## src/rtl/pc_sequencer_pkg.sv

```systemverilog
// ============================================================================
// Module : pc_sequencer_pkg
// Brief  : Shared widths, reset defaults and state encoding for the PC sequencer.
// Rev    : 1.0  initial release
// ============================================================================
`default_nettype none

package pc_sequencer_pkg;

  localparam int                PC_W         = 6;
  localparam logic [PC_W-1:0]   RESET_PC_DEF = 6'd0;
  localparam logic [PC_W-1:0]   INC_DEF      = 6'd1;

  typedef enum logic [2:0] {
    S_IDLE    = 3'd0,
    S_FETCH   = 3'd1,
    S_RESOLVE = 3'd2,
    S_UPDATE  = 3'd3,
    S_BR_ADD  = 3'd4,
    S_HALTED  = 3'd5
  } state_e;

endpackage

`default_nettype wire

```

## src/rtl/pc_next_adder.sv

```systemverilog
// ============================================================================
// Module : pc_next_adder
// Brief  : Ripple-carry adder shared by the sequential increment and branch add.
// Rev    : 1.0  initial release
// ============================================================================
`default_nettype none

module pc_next_adder #(
  parameter int W = 6
) (
  input  logic [W-1:0] a_i,
  input  logic [W-1:0] b_i,
  input  logic         cin_i,
  output logic [W-1:0] sum_o,
  output logic         cout_o
);

  logic [W:0] carry;

  assign carry[0] = cin_i;

  for (genvar i = 0; i < W; i++) begin : g_bit
    assign sum_o[i]   = a_i[i] ^ b_i[i] ^ carry[i];
    assign carry[i+1] = (a_i[i] & b_i[i]) | (carry[i] & (a_i[i] ^ b_i[i]));
  end

  assign cout_o = carry[W];

endmodule

`default_nettype wire

```

## src/rtl/pc_sequencer.sv

```systemverilog
// ============================================================================
// Module : pc_sequencer
// Brief  : Multi-cycle PC controller: fetch handshake, branch/jump resolution.
// Rev    : 1.0  initial release
// ============================================================================
`default_nettype none

module pc_sequencer
  import pc_sequencer_pkg::*;
#(
  parameter logic [PC_W-1:0] RESET_PC = RESET_PC_DEF,
  parameter logic [PC_W-1:0] INC      = INC_DEF
) (
  input  logic            clk,
  input  logic            rst_n,
  input  logic            start_i,
  input  logic            halt_i,
  input  logic            stall_i,
  output logic            imem_req_o,
  output logic [PC_W-1:0] imem_addr_o,
  input  logic            imem_ack_i,
  output logic            instr_valid_o,
  input  logic            br_valid_i,
  input  logic            br_taken_i,
  input  logic [PC_W-1:0] br_offset_i,
  input  logic            jmp_i,
  input  logic [PC_W-1:0] jmp_target_i,
  output logic [PC_W-1:0] pc_o,
  output logic            wrap_o,
  output logic            busy_o
);

  state_e          state_q, state_d;
  logic [PC_W-1:0] pc_q, pc_d;
  logic [PC_W-1:0] temp_q, temp_d;
  logic [PC_W-1:0] off_q, off_d;
  logic            wrap_q, wrap_d;
  logic            req_q, req_d;
  logic            halt_q;
  logic            iv_q;

  logic            halt_now;
  logic            fetch_req;
  logic            ack_ok;
  logic [PC_W-1:0] add_a, add_b, add_sum;
  logic            add_cout;

  // A halt arriving this cycle counts at the current boundary, not one later.
  assign halt_now  = halt_q | halt_i;
  // Request is withheld while stalled, but once raised it holds until ack.
  assign fetch_req = (state_q == S_FETCH) && (req_q || !stall_i);
  assign ack_ok    = fetch_req && imem_ack_i;

  assign add_a = (state_q == S_BR_ADD) ? temp_q : pc_q;
  assign add_b = (state_q == S_BR_ADD) ? off_q  : INC;

  pc_next_adder #(.W(PC_W)) u_adder (
    .a_i    (add_a),
    .b_i    (add_b),
    .cin_i  (1'b0),
    .sum_o  (add_sum),
    .cout_o (add_cout)
  );

  always_comb begin
    state_d = state_q;
    pc_d    = pc_q;
    temp_d  = temp_q;
    off_d   = off_q;
    wrap_d  = wrap_q;
    req_d   = 1'b0;
    case (state_q)
      S_IDLE: begin
        if (halt_now)     state_d = S_HALTED;
        else if (start_i) state_d = S_FETCH;
      end
      S_FETCH: begin
        if (ack_ok) state_d = halt_now ? S_HALTED : S_RESOLVE;
        else        req_d   = fetch_req;
      end
      S_RESOLVE: begin
        if (halt_now) begin
          state_d = S_HALTED;
        end else if (br_valid_i && !stall_i) begin
          if (jmp_i) begin
            pc_d    = jmp_target_i;
            state_d = S_FETCH;
          end else if (br_taken_i) begin
            temp_d  = add_sum;
            off_d   = br_offset_i;
            state_d = S_BR_ADD;
          end else begin
            state_d = S_UPDATE;
          end
        end
      end
      S_UPDATE: begin
        if (!stall_i) begin
          pc_d    = add_sum;
          wrap_d  = wrap_q | add_cout;
          state_d = halt_now ? S_HALTED : S_FETCH;
        end
      end
      S_BR_ADD: begin
        if (!stall_i) begin
          pc_d    = add_sum;
          state_d = halt_now ? S_HALTED : S_FETCH;
        end
      end
      S_HALTED: state_d = S_HALTED;
      default:  state_d = S_IDLE;
    endcase
  end

  always_ff @(posedge clk or negedge rst_n) begin
    if (!rst_n) begin
      state_q <= S_IDLE;
      pc_q    <= RESET_PC;
      temp_q  <= '0;
      off_q   <= '0;
      wrap_q  <= 1'b0;
      req_q   <= 1'b0;
      halt_q  <= 1'b0;
      iv_q    <= 1'b0;
    end else begin
      state_q <= state_d;
      pc_q    <= pc_d;
      temp_q  <= temp_d;
      off_q   <= off_d;
      wrap_q  <= wrap_d;
      req_q   <= req_d;
      halt_q  <= halt_q | halt_i;
      iv_q    <= ack_ok;
    end
  end

  assign imem_req_o    = fetch_req;
  assign imem_addr_o   = fetch_req ? pc_q : '0;
  assign instr_valid_o = iv_q;
  assign pc_o          = pc_q;
  assign wrap_o        = wrap_q;
  assign busy_o        = (state_q != S_IDLE) && (state_q != S_HALTED);

endmodule

`default_nettype wire

```

## config.mk

```make
export PLATFORM = sky130hd
export DESIGN_NAME = pc_sequencer
export DESIGN_NICKNAME = d
export VERILOG_FILES = /design/src/rtl/pc_sequencer_pkg.sv /design/src/rtl/pc_next_adder.sv /design/src/rtl/pc_sequencer.sv
export SDC_FILE = /design/constraint.sdc
export NUM_CORES = 1
export LEC_CHECK = 0
export ABC_AREA = 1
export CAP_MARGIN = 20
export CELL_PAD_IN_SITES_DETAIL_PLACEMENT = 0
export CELL_PAD_IN_SITES_GLOBAL_PLACEMENT = 1
export CORE_ASPECT_RATIO = 0.8
export CORE_UTILIZATION = 35
export DETAILED_ROUTE_END_ITERATION = 10
export HOLD_SLACK_MARGIN = 0.12
export PLACE_DENSITY = 0.76
export REMOVE_ABC_BUFFERS = 1
export SLEW_MARGIN = 5
export SYNTH_ARGS = -nofsm -noshare
export SYNTH_HDL_FRONTEND = slang
export SYNTH_HIERARCHICAL = 1
export SYNTH_SLANG_ARGS = --single-unit
```

## constraint.sdc

```tcl
create_clock -name clk -period 5.5 [get_ports clk]
set_clock_uncertainty 0.1 [all_clocks]
set_input_delay 1.375 -clock clk [delete_from_list [all_inputs] [get_ports clk]]
set_output_delay 1.375 -clock clk [all_outputs]
set_load 0.02 [all_outputs]
```

==> results of run 1 <==
routing by layer:
layer | GRT usage, % | vias to the layer above
met5 | 0 | -
li1 | - | 775
met4 | 3.538 | 0
met3 | 3.504 | 2
met1 | 28.90 | 659
met2 | 22.90 | 40
worst paths after layout:
| kind | endpoint | slack [ps] | cells past startpoint |
|---|---|---|---|
| min in group asynchronous | req_q$_DFF_PN0_ | 1360 | 2 |
| hold / removal | temp_q[1]$_DFFE_PN0P_ | 390 | 2 |
| hold reg to reg | temp_q[1]$_DFFE_PN0P_ | 390 | 2 |
| setup reg to reg | pc_o[5]$_DFFE_PN0P_ | 1370 | 18 |
| max in group asynchronous | temp_q[4]$_DFFE_PN0P_ | 3680 | 2 |
| setup / recovery | imem_addr_o[5] | 900 | 7 |
power breakdown:
group          internal [mW]  leakage [nW]  switching [mW]
Clock                 0.0508        0.0255          0.0614
Sequential             0.214         0.304          0.0385
Combinational          0.203         0.733           0.337
Total                  0.468          1.06           0.437
worst max-delay path: stages:
cell             delay, ps
clkdlybuf4s50_1        480
inv_1                  120
nor2_1                  60
nor2_1                 120
inv_1                  180
nor2_1                 160
clkdlybuf4s50_1        620
flip-flops by register name, indices dropped and copies added (netlist names):
register / cells
off_q: 6
instr_valid_o: 1
temp_q: 6
halt_q: 1
state_q: 3
req_q: 1
wrap_o: 1
pc_o: 6
synthesized netlist by cell type, drive strengths merged:
master and n:
nand2 75, inv 42, nor3 1, nor2 34, o21ai 20, a21oi 7
nand4 2, fa 6, conb 1, dfrtp 25, nand3b 1, or2 1
nand3 12, buf 5, a31o 1
stage by stage:
step | cell area [sq um] | worst slack [ps] | hold WS [ps] | std cells
2_1_floorplan | 1584 | 1695 | 351.4 | 228
3_3_place_gp | 2023 | 906.4 | 373.7 | 322
3_5_place_dp | 2023 | 907.9 | 379.2 | 322
4_1_cts | 2069 | 877.1 | 402.6 | 326
5_1_grt | 2069 | 750.2 | 430.0 | 326
6_report | 2069 | 898.1 | 394.9 | 326
cells by family after synthesis:
logic type / share of synthesized area, %
buffers and inverters: 11.35
and+or+nand+nor: 32.89
other: 0.2331
AOI/OAI and AO/OA: 9.176
adders and majority gates: 7.465
DFF: 38.88
layout make-up:
cell class                 count  area [sq um]  share of cell area (%)
tap                           57         71.32                   3.446
timing repair buffer          37         367.9                   17.78
multi-input combinational    161         800.8                   38.69
sequential                    25         625.6                   30.23
clock buffer                   3         41.29                   1.995
clock inverter                 1         5.005                  0.2418
inverter                      42         157.7                   7.618
==> results.json, run 1 <==
{
  "clk-insertion-delay-late_ps": 270,
  "drv_cap": 0,
  "end_kind": "output port",
  "htreeDepth": 1,
  "ys_warn_count": 6,
  "antenna_found_initial": 0,
  "critPathKind": "in -> out",
  "fin_tns_setup_ps": 0,
  "yosysSeqAreaShare_pct": 38.88,
  "final_antenna_net_count": 0,
  "io_pins": 37,
  "period_minus_slack_ps": 4602,
  "cts_tree": "built",
  "finish.net_count": 297,
  "wl_per_cell_um": 12.03,
  "first_pass_iters": 4,
  "cp-start-kind": "input pin",
  "clockBufferDepth": 2,
  "drive_above_1_share_pct": 7.063,
  "die_area_sq_mm": 0.004874,
  "clk_transition_reported_paths_ps": 90,
  "synth_area_sq_mm": 0.001609,
  "drt_wl_total_um": 3921,
  "cts_resized": 0,
  "place_congestion": 0.9264,
  "viasPerCell": 4.528,
  "setup_violations": 0,
  "postSynthAreaPerCell_sq_um": 6.906,
  "cts_made_buffers": 3,
  "diodes": 0,
  "die_y_um": 62.65,
  "critPathRequiredTime_ps": 4030,
  "worstHoldStart": "temp_q[1]$_DFFE_PN0P_",
  "synth_area_leaders": "dfrtp_1 (39%), nand2_1 (17%), inv_1 (8.9%)",
  "gr-total-overflow": 0,
  "dpl.hpwl_um": 2907,
  "start_util_pct": 37.57,
  "routed-wl-met3_um": 248,
  "worstPathMaxFanout": 8,
  "via_count": 1476,
  "synth_top_area_share_pct": 38.88,
  "clock_sinks": 25,
  "r2r_start": "state_q[0]$_DFFE_PN0P_",
  "wl_met2_um": 1568,
  "io_buffers": 36,
  "ir_drop_v": 0.0001725,
  "drc": 0,
  "fin_crit_sh_pct": 83.67,
  "dr.first_iter.drc_count": 83,
  "yosys.area.top_type": "dfrtp_1",
  "grt_pass1_wl_um": 6472,
  "drt-met1-wl_um": 2086,
  "top_layer_used": "met4",
  "dieWidth_um": 77.81,
  "relSlewSlack_pct": 57.38,
  "hold_class": "reg -> reg",
  "p_leak_nw": 1.063,
  "synth_cells": 233,
  "status": "finished clean",
  "fillerInstances": 448,
  "fmaxAchievable_mhz": 217.3,
  "cts_root_buf": "clkbuf_8",
  "finalHoldViolations": 0,
  "startpoint": "stall_i",
  "synthDistinctLibCells": 22,
  "power_mw": 0.9048,
  "ys_ff_latch": 25,
  "final_cell_mix": "nand2_1 (71), inv_1 (38), clkdlybuf4s50_1 (36)",
  "final_util_pct": 48.32,
  "worstMarginPinSlew_ps": 637.8,
  "cp_data_arrival_time_ps": 3130,
  "rsz0062_at_grt": "no",
  "post_cts_buffers": 0,
  "final_common_cell": "nand2_1",
  "area_growth_pct": 28.62,
  "rows": 21,
  "first_global_vias": 1282,
  "grt_max_degree": 26,
  "cts_hold_buf": 0,
  "coreArea_sq_mm": 0.004283,
  "power_density_mw_per_mm2": 437.2,
  "grt_usage_pct": 17.57,
  "drv_slew": 0
}
Note: power is estimated with default switching activity, not from simulation.
==> inputs of run 2 (changes only) <==
Settings changed: CORE_UTILIZATION 35 to 31, PLACE_DENSITY 0.76 to 0.71.
Clock period 5.5 ns to 3.8 ns, I/O delays scaled along.
==> results.json, run 2 (synthesis gave the netlist of run 1 again) <==
{
  "power_mw": 1.418,
  "final_cell_mix": "nand2_1 (71), clkdlybuf4s50_1 (36), inv_1 (35)",
  "cts_root_buf": "clkbuf_8",
  "die_y_um": 66.44,
  "r2r_start": "state_q[0]$_DFFE_PN0P_",
  "via_count": 1559,
  "htreeDepth": 1,
  "holdWs_ps": 392.8,
  "critPathRequiredTime_ps": 2750,
  "dpl.hpwl_um": 3117,
  "rsz0062_at_grt": "no",
  "p_leak_nw": 1.109,
  "io_pins": 37,
  "diodes": 0,
  "rows": 23,
  "dieWidth_um": 82.55,
  "cp-start-kind": "input pin",
  "drv_cap": 0,
  "setup_violations": 0,
  "final_common_cell": "nand2_1",
  "slowest_stage": "clkdlybuf4s50_1",
  "drv_slew": 0,
  "drive_above_1_share_pct": 13.88,
  "regArea_sq_um": 625.6,
  "drc": 0,
  "viasPerCell": 4.545,
  "status": "finished clean",
  "die_area_sq_mm": 0.005485,
  "critPathKind": "in -> out",
  "hold_class": "reg -> reg",
  "setup_ws_ps": 135.5,
  "antenna_found_initial": 0,
  "grt_usage_pct": 17.22,
  "power_density_mw_per_mm2": 649.7,
  "cts_made_buffers": 3,
  "worstHoldStart": "wrap_o$_DFFE_PN0P_",
  "fillerInstances": 544,
  "end_kind": "output port",
  "final_antenna_net_count": 0,
  "cpMostUsedCell": "nor2_1",
  "grt_pass1_wl_um": 6886,
  "ir_drop_v": 0.0002996,
  "multiInputGateArea_sq_um": 818.3,
  "cp_data_arrival_time_ps": 2610,
  "drt_wl_total_um": 4225,
  "area_growth_pct": 35.61,
  "clk-insertion-delay-late_ps": 270,
  "grt_max_degree": 26,
  "path_cells": "clkdlybuf4s50_1 > inv_1 > nor2_1 > nor2_1 > inv_1 > nor2_1 > clkdlybuf4s50_1",
  "clockBufferDepth": 2,
  "fin_crit_sh_pct": 96.43,
  "first_pass_iters": 4,
  "dr.first_iter.drc_count": 56,
  "first_global_vias": 1437,
  "period_minus_slack_ps": 3664,
  "finalHoldViolations": 0,
  "cts_tree": "built",
  "pre_cts_ws_ps": -36.63,
  "fin_tns_setup_ps": 0,
  "final_util_pct": 43.58,
  "worstPathMaxFanout": 8,
  "critical_path.max_stage_delay_ps": 630,
  "fmaxAchievable_mhz": 272.9,
  "wl_per_cell_um": 12.32,
  "coreArea_sq_mm": 0.005007,
  "start_util_pct": 32.13,
  "clk_transition_reported_paths_ps": 90,
  "io_buffers": 36,
  "place_congestion": 0.7579,
  "startpoint": "stall_i",
  "clock_sinks": 25,
  "finish.net_count": 309,
  "gr-total-overflow": 0
}
run 2: cell types whose count changed in the layout (fill, tap and decap cells not counted), sizes merged:
cell | previous run | this run
buf | 1 | 13
clkbuf | 3 | 4
clkinv | 1 | 0
run 2: final cells by class:
cell class,count,share of cell area [%]
inverters,42,7.225
clock buffers,4,2.064
flip-flops and latches,25,28.67
well taps,62,3.555
repair buffers,49,20.99
multi-input cells,161,37.50
run 2: final timing paths:
check,end,slack (ps),cells past startpoint
setup / recovery,imem_addr_o[5],140,7
hold / removal,wrap_o$_DFFE_PN0P_,390,1
setup reg to reg,pc_o[5]$_DFFE_PN0P_,230,17
hold reg to reg,wrap_o$_DFFE_PN0P_,390,1
max in group asynchronous,off_q[1]$_DFFE_PN0P_,2380,2
min in group asynchronous,halt_q$_DFF_PN0_,950,2
run 2: metal layers:
layer  track usage [%]  part of all wire, %  up-vias
li1                  -                    -      802
met3             3.862                  4.4        2
met2             24.90                   41       37
met1             25.93                   55      718
met4             3.233                 0.40        0
met5                 0                    0        -
run 2: timing repair:
item	4_1_cts	5_1_grt
endpoints found under the setup margin	1	2
buffers inserted	1	2
pin swaps	1	8
endpoints found under the hold margin	0	0
resized for setup	1	9
hold buffers	0	0
run 2: critical path, delay by kind of cell:
| kind | cells | cell delay (ps) |
|---|---|---|
| buf+inv | 4 | 1290 |
| simple gates | 3 | 370 |
run 2: power by group:
group	total (mW)	switching [mW]	internal (mW)	leakage [nW]
registers	0.342	0.0314	0.311	0.304
clock network	0.162	0.0867	0.0750	0.0228
logic	0.914	0.546	0.368	0.782
total	1.42	0.664	0.753	1.11
run 2: per-stage QoR:
| step | area (sq um) | instances |
|---|---|---|
| 6_report | 2182 | 343 |
| 5_1_grt | 2182 | 343 |
| 4_1_cts | 2152 | 341 |
| 3_5_place_dp | 2097 | 336 |
| 3_3_place_gp | 2097 | 336 |
| 2_1_floorplan | 1584 | 228 |
==> inputs of run 3 (changes only) <==
Settings changed: ABC_AREA 1 to unset, CORE_UTILIZATION 31 to 35, PLACE_DENSITY 0.71 to 0.73.
==> results.json, run 3 <==
{
  "status": "finished clean",
  "cts_hold_buf": 0,
  "synth_top_family_by_area": "simple AND/OR/NAND/NOR gates",
  "drt_wl_total_um": 3347,
  "drive_above_1_share_pct": 26.29,
  "rows": 21,
  "yosys.area.top_type": "dfrtp_1",
  "power_mw": 0.7590,
  "die_area_sq_mm": 0.004767,
  "grt_pass1_wl_um": 5395,
  "crit_family": "adder cells",
  "period_minus_slack_ps": 3692,
  "worstMarginPinSlew_ps": 782.2,
  "power_density_mw_per_mm2": 363.0,
  "synth_compound_area_share_pct": 9.706,
  "io_pins": 37,
  "via_count": 1138,
  "finish.net_count": 203,
  "cp-start-kind": "flip-flop",
  "path_buf_inv": 4,
  "async_reset_ff_share_pct": 100.0,
  "first_global_vias": 1133,
  "synthMuxAreaShare_pct": 15.27,
  "first_pass_iters": 4,
  "grt_usage_pct": 15.21,
  "fillerInstances": 399,
  "met2_usage_pct": 26.66,
  "viasPerCell": 4.905,
  "coreArea_sq_mm": 0.004257,
  "io_buffers": 36,
  "cts_tree": "built",
  "yosys.area_share.simple_pct": 21.88,
  "yosysSeqAreaShare_pct": 39.78,
  "wl_per_cell_um": 14.43,
  "synthDistinctLibCells": 38,
  "grt_util_met3_pct": 3.066,
  "clk-insertion-delay-late_ps": 270,
  "slowest_stage": "fa_1",
  "rsz0062_at_grt": "yes",
  "end_kind": "flip-flop",
  "worstPathMaxFanout": 2,
  "area_growth_pct": 32.94,
  "top_usage_layer": "met2",
  "synth.most_common_cell": "dfrtp_1",
  "hold_class": "reg -> reg",
  "fin_crit_sh_pct": 97.17,
  "finalHoldViolations": 0,
  "r2r-end": "pc_o[5]$_DFFE_PN0P_",
  "start_util_pct": 36.95,
  "die_y_um": 61.96,
  "gr-total-overflow": 0,
  "clk_transition_reported_paths_ps": 90,
  "diodes": 0,
  "fmaxAchievable_mhz": 270.8,
  "grt_max_degree": 26,
  "critical_path.max_stage_delay_ps": 420,
  "worstHoldStart": "wrap_o$_DFFE_PN0P_",
  "final_cell_mix": "clkdlybuf4s50_1 (36), dfrtp_1 (25), and2_1 (12)",
  "reg2regPathDepth": 13,
  "final_antenna_net_count": 0,
  "yosys.area_share.adder_pct": 7.637,
  "cp_data_arrival_time_ps": 3810,
  "ys_ff_latch": 25,
  "relSlewSlack_pct": 47.72,
  "path_cells": "nor3b_4 > mux2_4 > fa_2 > inv_2 > fa_2 > inv_2 > fa_2 > fa_2 > fa_2 > inv_2 > fa_1 > inv_2 > o221a_1",
  "synth_cells": 135,
  "synth_top_area_share_pct": 39.78,
  "synth_area_leaders": "dfrtp_1 (40%), mux2_4 (9.5%), fa_1 (7.6%)",
  "cts_root_buf": "clkbuf_8",
  "htreeDepth": 1,
  "clock_sinks": 25,
  "synth_area_sq_mm": 0.001573,
  "synth_xor_area_share_pct": 0,
  "cts_made_buffers": 3,
  "synth_edf_count": 0,
  "drv_slew": 0,
  "antenna_found_initial": 0,
  "setup_violations": 0,
  "setup_ws_ps": 107.7,
  "dieWidth_um": 76.95,
  "cpMostUsedCell": "fa_2",
  "ys_warn_count": 6,
  "r2r_start": "state_q[1]$_DFFE_PN0P_",
  "dr.first_iter.drc_count": 51,
  "dpl.hpwl_um": 2430,
  "rrSetupSlack_ps": 110,
  "postSynthAreaPerCell_sq_um": 11.65,
  "ir_drop_v": 0.0002074,
  "critPathKind": "reg -> reg",
  "min_to": "wrap_o$_DFFE_PN0P_",
  "drc": 0,
  "p_leak_nw": 0.9056,
  "pre_cts_ws_ps": 4.773,
  "holdWs_ps": 378.3,
  "critPathRequiredTime_ps": 3910,
  "min_path_cells": 1,
  "place_congestion": 0.7900,
  "final_common_cell": "clkdlybuf4s50_1",
  "synth_top_cells_by_count": "dfrtp_1 (25), and2_1 (12), inv_1 (11)",
  "drv_cap": 0,
  "synthFlopType": "dfrtp_1",
  "clockBufferDepth": 2,
  "use_met1_pct": 19.67
}
[run 3: layout make-up]
class                           instances  area, sq um  area share [%]
Timing Repair Buffer                   44        424.2           20.29
Multi-Input combinational cell         91        883.3           42.25
Tap cell                               57        71.32           3.411
Inverter                               11        41.29           1.975
Sequential cell                        25        625.6           29.92
Clock buffer                            4        45.04           2.154
[run 3: through the flow]
| step | TNS (ps) | utilization [%] | instance area (sq um) | cells |
|---|---|---|---|---|
| finish | 0 | 49.12 | 2091 | 232 |
| global route | -15.48 | 49.12 | 2091 | 232 |
| CTS | 0 | 48.24 | 2053 | 230 |
| detailed placement | 0 | 47.09 | 2004 | 226 |
| global placement | 0 | 47.09 | 2004 | 226 |
| floorplan | -574.3 | - | 1528 | 127 |
[run 3: what timing repair did]
action	in CTS	in global routing
resized for setup	1	11
pin swaps	1	6
buffers inserted	0	2
endpoints found under the setup margin	1	2
[run 3: metal layers]
layer | up-vias | part of all wire, %
met3 | 4 | 4.5
met4 | 0 | 0.81
li1 | 544 | -
met5 | - | 0
met1 | 565 | 49
met2 | 25 | 46
[run 3: logic make-up after synthesis]
| logic type | Yosys count |
|---|---|
| buffers and inverters | 19 |
| adder cells (fa/ha/maj) | 6 |
| AND/OR/NAND/NOR | 48 |
| flip-flops | 25 |
| other | 1 |
| AO/OA/AOI/OAI | 18 |
| multiplexers | 18 |
[run 3: how the worst max path moves through the flow]
stage,start,to,slack (ps),depth (start not counted)
floorplan,state_q[1]$_DFFE_PN0P_,pc_o[5]$_DFFE_PN0P_,-260,13
finish,state_q[1]$_DFFE_PN0P_,pc_o[5]$_DFFE_PN0P_,110,13
global route,state_q[1]$_DFFE_PN0P_,pc_o[5]$_DFFE_PN0P_,-20,13
CTS,state_q[0]$_DFFE_PN0P_,pc_o[5]$_DFFE_PN0P_,6,13
global placement,state_q[1]$_DFFE_PN0P_,pc_o[5]$_DFFE_PN0P_,80,13
detailed placement,state_q[1]$_DFFE_PN0P_,pc_o[5]$_DFFE_PN0P_,5,13
[run 3: power breakdown]
group / switching, mW / internal, mW
Sequential: 0.0238 / 0.290
Combinational: 0.132 / 0.152
Clock: 0.0858 / 0.0751
Total: 0.242 / 0.517
